<file path="config.mk">
export PLATFORM = sky130hd
export DESIGN_NAME = rv_multicycle_ctrl
export DESIGN_NICKNAME = d
export VERILOG_FILES = /design/src/rtl/rv_ctrl_pkg.sv /design/src/rtl/rv_opcode_decode.sv /design/src/rtl/rv_multicycle_ctrl.sv
export SDC_FILE = /design/constraint.sdc
export NUM_CORES = 1
export LEC_CHECK = 0
export CAP_MARGIN = 0
export CORE_ASPECT_RATIO = 1.75
export CORE_MARGIN = 2
export CORE_UTILIZATION = 25
export CTS_CLUSTER_SIZE = 8
export DETAILED_ROUTE_END_ITERATION = 10
export GPL_ROUTABILITY_DRIVEN = 0
export GPL_TIMING_DRIVEN = 0
export SLEW_MARGIN = 20
export SYNTH_ARGS = -nofsm -noshare
export SYNTH_HDL_FRONTEND = slang
export SYNTH_HIERARCHICAL = 1
export SYNTH_SLANG_ARGS = --single-unit
</file>
<file path="constraint.sdc">
create_clock -name clk -period 3.9 [get_ports clk]
set_clock_uncertainty 0.1 [all_clocks]
set_input_delay 0.78 -clock clk [delete_from_list [all_inputs] [get_ports clk]]
set_output_delay 0.78 -clock clk [all_outputs]
set_load 0.01 [all_outputs]
</file>
<file path="src/rtl/rv_ctrl_pkg.sv">
// Shared encodings for the multi-cycle RV32I controller: opcodes, FSM states,
// instruction classes and the per-class datapath select helper.
package rv_ctrl_pkg;

  localparam logic [6:0] OP_R      = 7'h33;
  localparam logic [6:0] OP_I      = 7'h13;
  localparam logic [6:0] OP_LOAD   = 7'h03;
  localparam logic [6:0] OP_STORE  = 7'h23;
  localparam logic [6:0] OP_BRANCH = 7'h63;
  localparam logic [6:0] OP_JAL    = 7'h6F;
  localparam logic [6:0] OP_JALR   = 7'h67;
  localparam logic [6:0] OP_LUI    = 7'h37;
  localparam logic [6:0] OP_AUIPC  = 7'h17;

  // TRAP is split three ways so the fault code lives in the state register.
  typedef enum logic [3:0] {
    S_IDLE, S_FETCH, S_DECODE, S_EXEC, S_MEM, S_WB,
    S_TRAP_ILL, S_TRAP_FETCH, S_TRAP_DATA
  } state_t;

  typedef enum logic [3:0] {
    CLS_R, CLS_I, CLS_LOAD, CLS_STORE, CLS_BRANCH,
    CLS_JAL, CLS_JALR, CLS_LUI, CLS_AUIPC
  } cls_t;

  localparam logic [1:0] ALU_ADD = 2'b00;
  localparam logic [1:0] ALU_BR  = 2'b01;
  localparam logic [1:0] ALU_R   = 2'b10;
  localparam logic [1:0] ALU_I   = 2'b11;

  localparam logic [2:0] IMM_I = 3'd0;
  localparam logic [2:0] IMM_S = 3'd1;
  localparam logic [2:0] IMM_B = 3'd2;
  localparam logic [2:0] IMM_U = 3'd3;
  localparam logic [2:0] IMM_J = 3'd4;

  localparam logic [1:0] PC_PLUS4 = 2'b00;
  localparam logic [1:0] PC_IMM   = 2'b01;
  localparam logic [1:0] PC_ALU   = 2'b10;

  localparam logic [1:0] WB_ALU = 2'b00;
  localparam logic [1:0] WB_MEM = 2'b01;
  localparam logic [1:0] WB_PC4 = 2'b10;
  localparam logic [1:0] WB_IMM = 2'b11;

  localparam logic [1:0] FC_NONE    = 2'b00;
  localparam logic [1:0] FC_ILLEGAL = 2'b01;
  localparam logic [1:0] FC_FETCH   = 2'b10;
  localparam logic [1:0] FC_DATA    = 2'b11;

  typedef struct packed {
    logic       src_a;
    logic       src_b;
    logic [1:0] alu_op;
    logic [2:0] imm_sel;
  } dp_sel_t;

  // ALU/immediate selects held constant through EXEC, MEM and WB of a class.
  function automatic dp_sel_t dp_sel_for(cls_t cls);
    dp_sel_t s;
    s = '0;
    case (cls)
      CLS_R:      s.alu_op = ALU_R;
      CLS_I:      begin s.src_b = 1'b1; s.alu_op = ALU_I; end
      CLS_LOAD:   s.src_b = 1'b1;
      CLS_JALR:   s.src_b = 1'b1;
      CLS_STORE:  begin s.src_b = 1'b1; s.imm_sel = IMM_S; end
      CLS_BRANCH: begin s.alu_op = ALU_BR; s.imm_sel = IMM_B; end
      CLS_JAL:    s.imm_sel = IMM_J;
      CLS_LUI:    s.imm_sel = IMM_U;
      CLS_AUIPC:  begin s.src_a = 1'b1; s.src_b = 1'b1; s.imm_sel = IMM_U; end
      default:    s = '0;
    endcase
    return s;
  endfunction

endpackage

</file>
<file path="src/rtl/rv_opcode_decode.sv">
// Combinational RV32I classifier: instruction class plus an illegal-encoding flag.
module rv_opcode_decode
  import rv_ctrl_pkg::*;
(
  input  logic [6:0] opcode,
  input  logic [2:0] funct3,
  input  logic [6:0] funct7,
  output cls_t       cls,
  output logic       illegal
);

  always_comb begin
    cls     = CLS_R;
    illegal = 1'b0;
    case (opcode)
      OP_R: begin
        cls     = CLS_R;
        illegal = !((funct7 == 7'h00) ||
                    (funct7 == 7'h20 && (funct3 == 3'b000 || funct3 == 3'b101)));
      end
      OP_I: begin
        cls = CLS_I;
        // Only the shift-immediate forms carry funct7 bits that must be checked.
        if (funct3 == 3'b001)
          illegal = (funct7 != 7'h00);
        else if (funct3 == 3'b101)
          illegal = (funct7 != 7'h00) && (funct7 != 7'h20);
      end
      OP_LOAD:   begin cls = CLS_LOAD;   illegal = (funct3 != 3'b010); end
      OP_STORE:  begin cls = CLS_STORE;  illegal = (funct3 != 3'b010); end
      OP_BRANCH: begin
        cls     = CLS_BRANCH;
        illegal = (funct3 == 3'b010) || (funct3 == 3'b011);
      end
      OP_JAL:    cls = CLS_JAL;
      OP_JALR:   begin cls = CLS_JALR;   illegal = (funct3 != 3'b000); end
      OP_LUI:    cls = CLS_LUI;
      OP_AUIPC:  cls = CLS_AUIPC;
      default:   illegal = 1'b1;
    endcase
  end

endmodule

</file>
<file path="src/rtl/rv_multicycle_ctrl.sv">
// Multi-cycle RV32I control FSM sequencing FETCH/DECODE/EXEC/MEM/WB over a
// shared memory port, with illegal-encoding trap and memory watchdog.
module rv_multicycle_ctrl
  import rv_ctrl_pkg::*;
#(
  parameter int TIMEOUT = 255,
  parameter int CNT_W   = $clog2(TIMEOUT + 1)
) (
  input  logic       clk,
  input  logic       rst_n,
  input  logic [6:0] opcode,
  input  logic [2:0] funct3,
  input  logic [6:0] funct7,
  input  logic       mem_ready,
  input  logic       branch_taken,
  output logic       mem_req,
  output logic       mem_we,
  output logic       mem_addr_sel,
  output logic       ir_write,
  output logic       pc_write,
  output logic [1:0] pc_src,
  output logic       reg_write,
  output logic [1:0] wb_sel,
  output logic       alu_src_a,
  output logic       alu_src_b,
  output logic [1:0] alu_op,
  output logic [2:0] imm_sel,
  output logic       retire,
  output logic       fault,
  output logic [1:0] fault_code,
  output state_t     dbg_state
);

  localparam int            CW       = (CNT_W > 0) ? CNT_W : 1;
  localparam bit            WD_EN    = (TIMEOUT > 0);
  localparam logic [CW-1:0] CNT_LAST = CW'(WD_EN ? TIMEOUT - 1 : 0);

  state_t        state_q, state_d;
  logic [CW-1:0] cnt_q, cnt_d;
  cls_t          cls;
  logic          illegal;
  dp_sel_t       sel;
  logic          wd_expire;

  rv_opcode_decode u_decode (
    .opcode  (opcode),
    .funct3  (funct3),
    .funct7  (funct7),
    .cls     (cls),
    .illegal (illegal)
  );

  assign sel       = dp_sel_for(cls);
  assign dbg_state = state_q;

  // Handshake: mem_req is held (never retracted) until a cycle with mem_ready
  // high completes the transfer, or the watchdog expires; mem_ready wins a tie.
  assign wd_expire = WD_EN && !mem_ready && (cnt_q == CNT_LAST);

  always_ff @(posedge clk or negedge rst_n) begin
    if (!rst_n) begin
      state_q <= S_IDLE;
      cnt_q   <= '0;
    end else begin
      state_q <= state_d;
      cnt_q   <= cnt_d;
    end
  end

  always_comb begin
    state_d      = state_q;
    mem_req      = 1'b0;
    mem_we       = 1'b0;
    mem_addr_sel = 1'b0;
    ir_write     = 1'b0;
    pc_write     = 1'b0;
    pc_src       = PC_PLUS4;
    reg_write    = 1'b0;
    wb_sel       = WB_ALU;
    alu_src_a    = 1'b0;
    alu_src_b    = 1'b0;
    alu_op       = ALU_ADD;
    imm_sel      = IMM_I;
    retire       = 1'b0;
    fault        = 1'b0;
    fault_code   = FC_NONE;

    case (state_q)
      S_IDLE: state_d = S_FETCH;
      S_FETCH: begin
        mem_req = 1'b1;
        if (mem_ready) begin
          ir_write = 1'b1;
          state_d  = S_DECODE;
        end else if (wd_expire) begin
          state_d = S_TRAP_FETCH;
        end
      end
      S_DECODE: state_d = illegal ? S_TRAP_ILL : S_EXEC;
      S_EXEC: begin
        {alu_src_a, alu_src_b, alu_op, imm_sel} = sel;
        if (cls == CLS_BRANCH) begin
          pc_write = 1'b1;
          pc_src   = branch_taken ? PC_IMM : PC_PLUS4;
          retire   = 1'b1;
          state_d  = S_FETCH;
        end else if (cls == CLS_LOAD || cls == CLS_STORE) begin
          state_d = S_MEM;
        end else begin
          state_d = S_WB;
        end
      end
      S_MEM: begin
        {alu_src_a, alu_src_b, alu_op, imm_sel} = sel;
        mem_req      = 1'b1;
        mem_addr_sel = 1'b1;
        mem_we       = (cls == CLS_STORE);
        if (mem_ready) begin
          if (cls == CLS_STORE) begin
            pc_write = 1'b1;
            retire   = 1'b1;
            state_d  = S_FETCH;
          end else begin
            state_d = S_WB;
          end
        end else if (wd_expire) begin
          state_d = S_TRAP_DATA;
        end
      end
      S_WB: begin
        {alu_src_a, alu_src_b, alu_op, imm_sel} = sel;
        reg_write = 1'b1;
        pc_write  = 1'b1;
        retire    = 1'b1;
        state_d   = S_FETCH;
        case (cls)
          CLS_LOAD: wb_sel = WB_MEM;
          CLS_JAL:  begin wb_sel = WB_PC4; pc_src = PC_IMM; end
          CLS_JALR: begin wb_sel = WB_PC4; pc_src = PC_ALU; end
          CLS_LUI:  wb_sel = WB_IMM;
          default:  wb_sel = WB_ALU;
        endcase
      end
      S_TRAP_ILL:   begin fault = 1'b1; fault_code = FC_ILLEGAL; end
      S_TRAP_FETCH: begin fault = 1'b1; fault_code = FC_FETCH;   end
      S_TRAP_DATA:  begin fault = 1'b1; fault_code = FC_DATA;    end
      default:      state_d = S_IDLE;
    endcase

    // Watchdog restarts on every state change so each request gets a fresh budget.
    cnt_d = cnt_q;
    if (state_d != state_q)
      cnt_d = '0;
    else if (WD_EN && mem_req && !mem_ready)
      cnt_d = cnt_q + 1'b1;
  end

endmodule

</file>
======== Word-level counts from Yosys, hierarchy flattened ========
Cells that the tools add are included.
operators by class
  $add $sub $neg .......................... 1
  multiply operators ...................... 0
  divide/modulo/power cells ............... 0
  magnitude comparators ................... 0
  equality and inequality tests ........... 34
  shifts and indexed selects .............. 0
  muxes and demuxes ....................... 41
  bitwise operators ....................... 0
  reduce and logical (&&, ||, !) cells .... 26
operator list
  cell                   number
  $eq A4 B3 Y1 const B   8
  $pmux W4 S8            1
  $eq A7 B6 Y1 const B   4
  $pmux W4 S6            1
  $eq A7 B7 Y1 const B   3
  $mux W1                19
  $pmux W2 S3            3
  $eq A4 B2 Y1 const B   4
  $mux W4                4
  $mux W8                2
  $eq A7 B5 Y1 const B   2
  $mux W3                4
  $pmux W3 S4            1
  $reduce_or A2 Y1       5
  $reduce_or A3 Y1       3
  $add A8 B1 Y8 const B  1
  $eq A4 B1 Y1 const B   2
  $eq A4 B4 Y1 const B   2
  $eq A8 B8 Y1 const B   1
  $logic_not A4 Y1       2
  $pmux W2 S2            2
  $eq A7 B2 Y1 const B   1
  $logic_not A7 Y1       1
  $ne A7 B6 Y1 const B   1
  16 further kinds       25
storage, ports and cells
  flip-flop bits (word level) ............. 12
  latch bits .............................. 0
  RAM bits ................................ 0
  memory bits (read-only) ................. 0
  bits of input ports ..................... 21
  output and inout bits ................... 25
  word-level logic and storage cells ...... 104
  memories kept ........................... 0

======== Logic depth before layout (Yosys ltp) ========
  depth in word-level cells ............... 10
  gate-level depth with buffers ........... 11
  depth with buffers taken out ............ 9

======== Modules after synthesis ========
Netlist, hierarchy kept.
by module, submodules not included
  module              times used  cells an instance  area an instance (µm²)  seq. area each (µm²)
  rv_multicycle_ctrl  1           140                1149.9                  300.3
  rv_opcode_decode    1           45                 277.8                   0.0

======== Least setup slack after synthesis ========
Ideal clock, no wire load.
  kind .................................... in2out
  start point ............................. input opcode[6]
  end point ............................... output retire
  arrival ................................. 2.581 ns
  required time ........................... 3.020 ns
  slack ................................... 0.439 ns
  stages .................................. 8
  path buffers ............................ 2
  path through ............................ buf_2 -> nand3b_1 -> o22ai_1 -> nor3b_1 -> and2b_1 -> nand2_1 -> o221ai_1 -> buf_4
on the way
  longest elaborated chain between the ends .. 6
  elaborated cells between the ends (all ways) .. 15
  classes of those cells .................. 10 x eq/ne; 5 x mux
ends and longest elaborated chain
  what                                        RTL line                   text
  start: declaration                          rv_multicycle_ctrl.sv:11   input logic [6:0] opcode,
  $eq A7 B5 Y1, or another cell as far along  rv_opcode_decode.sv:15     case (opcode)
  $pmux W4 S8 (*)                             rv_opcode_decode.sv:15
  named net cls[2]                            rv_multicycle_ctrl.sv:40   cls_t cls;
  $eq A4 B2 Y1                                rv_multicycle_ctrl.sv:119  if (cls == CLS_STORE) begin
  $mux W1 (2 in a row)                        n/a
  $pmux W1 S3 (*)                             n/a
  end: declaration                            rv_multicycle_ctrl.sv:28   output logic retire,
Mark *: on every way through the listed nets, which the timed path passes. The rest lies on a longest branch.

======== Final worst setup path ========
  start point ............................. input opcode[0]
  end point ............................... output alu_src_a
on the way
  longest elaborated chain between the ends .. 5
  elaborated cells between the ends (all ways) .. 12
  classes of those cells .................. 9 x eq/ne; 3 x mux
ends and longest elaborated chain
  what                                        RTL line                  text
  $eq A7 B5 Y1, or another cell as far along  rv_opcode_decode.sv:15
  $pmux W4 S8 (*)                             rv_opcode_decode.sv:15
  named net cls[3]                            rv_multicycle_ctrl.sv:40
  $eq A4 B4 Y1 (*)                            rv_ctrl_pkg.sv:62         case (cls)
  $mux W1 (*)                                 rv_ctrl_pkg.sv:62
  $mux W1 (*)                                 rv_multicycle_ctrl.sv:88  case (state_q)
  end: declaration                            rv_multicycle_ctrl.sv:24  output logic alu_src_a,
Marked as above.

==> flow_summary_export.csv <==
group,metric,value,unit
worst_setup_path,r2r_cells,6,
floorplan,initial_core_util,0.258,
power,power_frac_comb,0.671,
synthesis,synth.largest_area_cell,"dfrtp_1",
synthesis,yosysWarnings,6,
synthesis,synth_flop_cell,"dfrtp_1",
sta,worst_slew_pin_slew,0.535,ns
floorplan,die_x,61.1,um
worst_setup_path,setup.worst_path.start,"opcode[0]",
synthesis,synth_enable_flop_cells,0,
floorplan,fp.coreArea,5540,sq um
global_route,track_usage,0.132,
route,wire_per_inst,12.9,um
sta,holdWs,0.484,ns
worst_setup_path,cp-end-kind,"output port",
synthesis,yosysMostFrequentCell,"nand2_1",
power,cellPowerDensity,467,nW/um^2
global_route,antenna_found_initial,0,
global_route,use_met1,0.146,
synthesis,yosys.area.top_type_share,0.210,
cts,cts_buffers,3,
route,viasPerCell,4.82,
hold_path,min-delay-path-class,"reg2reg",
run_status,outcome,"completed",
global_route,grt_pass1_wl,6730,um
worst_setup_path,r2r-end,"cnt_q[7]",
synthesis,syn_avg_cell_area,7.72,sq um
finish,final_layout_size_suffix_gt1_frac,0.208,
cts,htree_levels,1,
sta,drv_slew,0,
hold_path,hold_depth,2,
power,peakVddDrop,0.323,mV
worst_setup_path,startpoint_type,"input port",
worst_setup_path,reg2reg_from,"dbg_state[3]",
synthesis,async_reset_ff_frac,1.00,
route,route.antenna.remaining_nets,0,
cts,cts_tree,"done",
global_route,grtUsageMet2,0.255,
synthesis,ys_seq_area_frac,0.210,
route,wirelength,4030,um
cts,path_clk_slew,0.05,ns
cts,clkLatencyLatePin,0.24,ns
floorplan,dieArea,6350,sq um
finish,diodes,0,
synthesis,netlist_top_cells_count,"21 x nand2_1, 12 x dfrtp_1, 12 x nor2_1",
worst_setup_path,r2r_slack,1.84,ns
power,p_sw_frac,0.458,
route,dr.pass1.iters,4,
sta,fin_crit,3.65,ns
route,route.vias.total,1503,
route,drtIter0Drc,52,
cts,cts-root-buf,"clkbuf_8",
power,p_int,530,uW
sta,hold_violations,0,
synthesis,synth_nets,208,
power,p_leak,0.000864,uW
placed_design,pre_cts_ws,-0.661,ns
sta,setup_violations,0,
worst_setup_path,path_max_fanout,10,
global_route,grt_max_degree,13,
sta,fin_crit_sh,0.936,
synthesis,ys_top_cells_by_area,"dfrtp_1 21%, nor3_2 5.6%, nand2_1 5.5%, xor2_1 4.3%, nor3b_1 3.7%",
placed_design,dp_hpwl,3210,um
synthesis,yosys.cell_types.count,51,
synthesis,synth_seq_cells,12,
synthesis,syn_inst,185,
power,p_clk_frac,0.136,
sta,setup_slack,0.251,ns
floorplan,rows,36,
global_route,use_met3,0.00746,
route,drcViolationCount,0,
job,maxCapViolCount,0,
power,switching_power,447,uW
sta,relSlewSlack,0.642,
worst_setup_path,endpoint,"alu_src_a",
worst_setup_path,crit_type,"in2out",
finish,nNetsFinal,260,
synthesis,synth_area,1430,sq um
floorplan,io_pins,46,
global_route,top_usage_layer,"met2",
finish,synthToLayoutAreaGrowth,46.5,%
global_route,grt_pass1_vias,1477,
placed_design,io_buffers,42,
sta,timing.fmax,274,MHz
cts,cts_buffer_depth,2,
floorplan,fp.dieH,104,um
worst_setup_path,worstPathArrival,2.77,ns
worst_setup_path,crit_required,3.02,ns
cts,cts_sinks,12,
sta,rsz0062_at_grt,"false",
global_route,overflow,0,
power,p_seq_frac,0.192,
cts,cts_hold_buf,0,
==> kinds of logic after synthesis <==
| logic type | share of synthesized area |
|---|---|
| compound gates | 0.188 |
| buf+inv | 0.0797 |
| simple gates | 0.426 |
| flops | 0.210 |
| xor+xnor | 0.0614 |
| fa+ha+maj | 0.0175 |
| mux | 0.0175 |
==> state kept, by name (all words and copies together), names as in the netlist <==
name,flops
cnt_q,8
dbg_state,4
==> cell usage in the layout, fill, tap and decap left out, types with 3 or more instances in the layout <==
| master | instances |
|---|---|
| dfrtp_1 | 12 |
| xnor2_1 | 3 |
| and3_1 | 5 |
| nand4_1 | 4 |
| nor2b_1 | 4 |
| nand2b_1 | 8 |
| inv_1 | 6 |
| a21oi_1 | 7 |
| clkdlybuf4s50_1 | 28 |
| o211ai_1 | 3 |
| nand2_1 | 21 |
| nor2_1 | 11 |
| dlygate4sd2_1 | 9 |
| nand3_1 | 7 |
| buf_2 | 4 |
| o21ai_0 | 9 |
| clkbuf_8 | 5 |
| nor3_1 | 7 |
| xor2_1 | 7 |
| nor3_2 | 9 |
| buf_4 | 12 |
| dlymetal6s2s_1 | 3 |
| nor3b_1 | 5 |
==> through the flow <==
step / cell area, sq um / cells / total power [uW] / TNS [ns] / util
final: 2090 / 312 / 977 / 0 / 0.378
after global routing: 2090 / 312 / 1050 / 0 / 0.378
after CTS: 2060 / 310 / 988 / 0 / 0.371
after detailed placement: 1940 / 303 / 847 / -5.47 / 0.351
after global placement: 1940 / 303 / 849 / -5.32 / 0.351
after floorplan: 1430 / 185 / 611 / 0 / -
==> how the worst min path moves through the flow <==
stage,end,from,slack (ns)
final,cnt_q[7],cnt_q[7],0.48
after global routing,cnt_q[7],cnt_q[7],0.52
after CTS,cnt_q[7],cnt_q[7],0.49
after detailed placement,cnt_q[6],cnt_q[6],0.47
after global placement,cnt_q[6],cnt_q[6],0.45
after floorplan,cnt_q[0],rst_n,0.38
==> critical path: stages <==
cell and delay [ns]:
clkdlybuf4s50_1 0.45, nand2_1 0.19, nor4_2 0.26, buf_4 0.19, nor2b_1 0.17, nand2_1 0.08, nor2_1 0.09, clkdlybuf4s50_1 0.54
==> power groups by stage <==
stage / Clock, uW / Combinational, uW / Sequential (uW)
2_1_floorplan: 0 / 421 / 189
3_3_place_gp: 0 / 659 / 191
3_5_place_dp: 0 / 656 / 191
4_1_cts: 137 / 662 / 189
5_1_grt: 142 / 715 / 193
6_report: 133 / 656 / 188
==> layer usage <==
layer	routed length, um	share of wire
met5	0	0
met1	1510	0.38
met2	2350	0.58
met4	42	0.010
met3	129	0.032
==> area by class of cell <==
class | count | area (sq um)
fill | 593 | 3450
multi-input combinational | 153 | 1060
timing repair buffer | 47 | 452
sequential | 12 | 300
buffer | 14 | 106
tap | 76 | 95.1
clock buffer | 4 | 55.1
inverter | 6 | 22.5
==> repair_timing <==
item | 4_1_cts | 5_1_grt
gates resized for setup | 24 | 6
cloned | 0 | 0
endpoints found under the setup margin | 14 | 9
buffers inserted | 3 | 2
pin swaps | 1 | 0
Power figures use the tool's default switching activity.
==> edit (config.mk and constraints unchanged) <==
Set the parameter `TIMEOUT` to 510 (it was 255).
--- a/src/rtl/rv_multicycle_ctrl.sv
+++ b/src/rtl/rv_multicycle_ctrl.sv
@@ -4,5 +4,5 @@
   import rv_ctrl_pkg::*;
 #(
-  parameter int TIMEOUT = 255,
+  parameter int TIMEOUT = 510,
   parameter int CNT_W   = $clog2(TIMEOUT + 1)
 ) (
Check against the original RTL: no difference found for any inputs over 10 cycles, from zero or initial values and one cycle with rst_n low; that may be too few to reach the edited logic, so the function may still have changed.
==> edit against the original RTL <==
  * Synthesized area rose by 5.9%
  * Routed wire length increased by 10%
  * Total power shrank 7.3%
  * Sequential share of layout area rose by 0.70 points
  * Worst setup slack lost 0.036 ns
  * Sequential cell count grew 1
  * Design area up 3.3%
  * Clock power fell by 9%
==> edit: results (changes against the original RTL) <==
\begin{tabular}{lr}
\hline
Metric & Value \\
\hline
\multicolumn{2}{l}{\textbf{Power}} \\
Logic gate share of total power & 65.9\% (-1.2 points) \\
Clock network power consumption & 0.000121 W (-9\%) \\
Internal power & 0.000486 W (-8.2\%) \\
\multicolumn{2}{l}{\textbf{Cells and area}} \\
Fraction of standard cell area in multi-input logic & 51.7\% (+0.93 points) \\
Relative area of clock buffers and inverters in the final design & 2.08\% (-0.55 points) \\
Number of flip-flops under the largest register name & 9 (+1) \\
FF+latch area & 325 µm² (+8.3\%) \\
Total of fill cells in the finished design & 653 (+10\%) \\
Multi-input gates & 169 (+10\%) \\
Share of cells above drive strength 1 & 15.2\% (-5.5 points) \\
Non-Clock Inverter Count & 5 (-1) \\
\multicolumn{2}{l}{\textbf{Min path}} \\
Worst hold start & cnt\_q[8] \\
\multicolumn{2}{l}{\textbf{Yosys}} \\
Xor and xnor area share after synthesis & 6.37\% (+0.24 points) \\
Multiplexer share of the synthesized area & 0\% (-1.8 points) \\
Adder-cell share of the synthesized area & 1.66\% (-0.097 points) \\
Compound-gate portion of the synthesized area & 18.3\% (-0.46 points) \\
\multicolumn{2}{l}{\textbf{Worst setup path}} \\
Worst setup path start & opcode[1] \\
Capture instance of the worst register-to-register path & cnt\_q[1] \\
Setup slack of the most critical reg-to-reg path & 1.61 ns (-0.23 ns) \\
Destination of the critical timing path & retire \\
Worst EP arrival & 2.80 ns (+0.03 ns) \\
CP peak stage delay & 0.45 ns (-0.09 ns) \\
\multicolumn{2}{l}{\textbf{Placement}} \\
HPWL after detailed placement & 3.43 mm (+6.7\%) \\
\multicolumn{2}{l}{\textbf{Status}} \\
Status & finished clean \\
\multicolumn{2}{l}{\textbf{STA}} \\
Max-slew headroom at the worst pin & 59.8\% (-4.4 points) \\
\multicolumn{2}{l}{\textbf{Global routing}} \\
Largest net degree at the start of global routing & 14 (+1) \\
\hline
\end{tabular}
edit: changes by cell type in the layout (fill, tap and decap cells not counted), sizes merged, moves of 3 or more:
cell,change
nor2,+14
nor3,-8
and3,-4
clkbuf,+4
nand2b,+4
nand4,+4
nor3b,-4
nor4,+4
buf,+3
nand3,-3
edit: metal layers:
layer / vias to the layer above / share of wire [%] / track usage, %
li1: 839 / - / -
met1: 789 / 41 / 16.0
met2: 55 / 53 / 25.6
met3: 10 / 4.1 / 1.47
met5: - / 0 / 0
met4: 0 / 2.6 / 6.19
edit: per-stage QoR:
stage,setup slack [ns],power [W]
after global placement,-0.733,0.000776
after global routing,0.0673,0.000979
final,0.216,0.000905
after floorplan,0.269,0.000554
after CTS,0.00340,0.000912
after detailed placement,-0.715,0.000778
edit: repair_timing:
action | CTS | global route
setup buffers | 3 | 3
resized for setup | 27 | 8
gates cloned | 0 | 0
hold endpoints to repair | 0 | 0
endpoints found under the setup margin | 14 | 10
pin swaps | 2 | 3
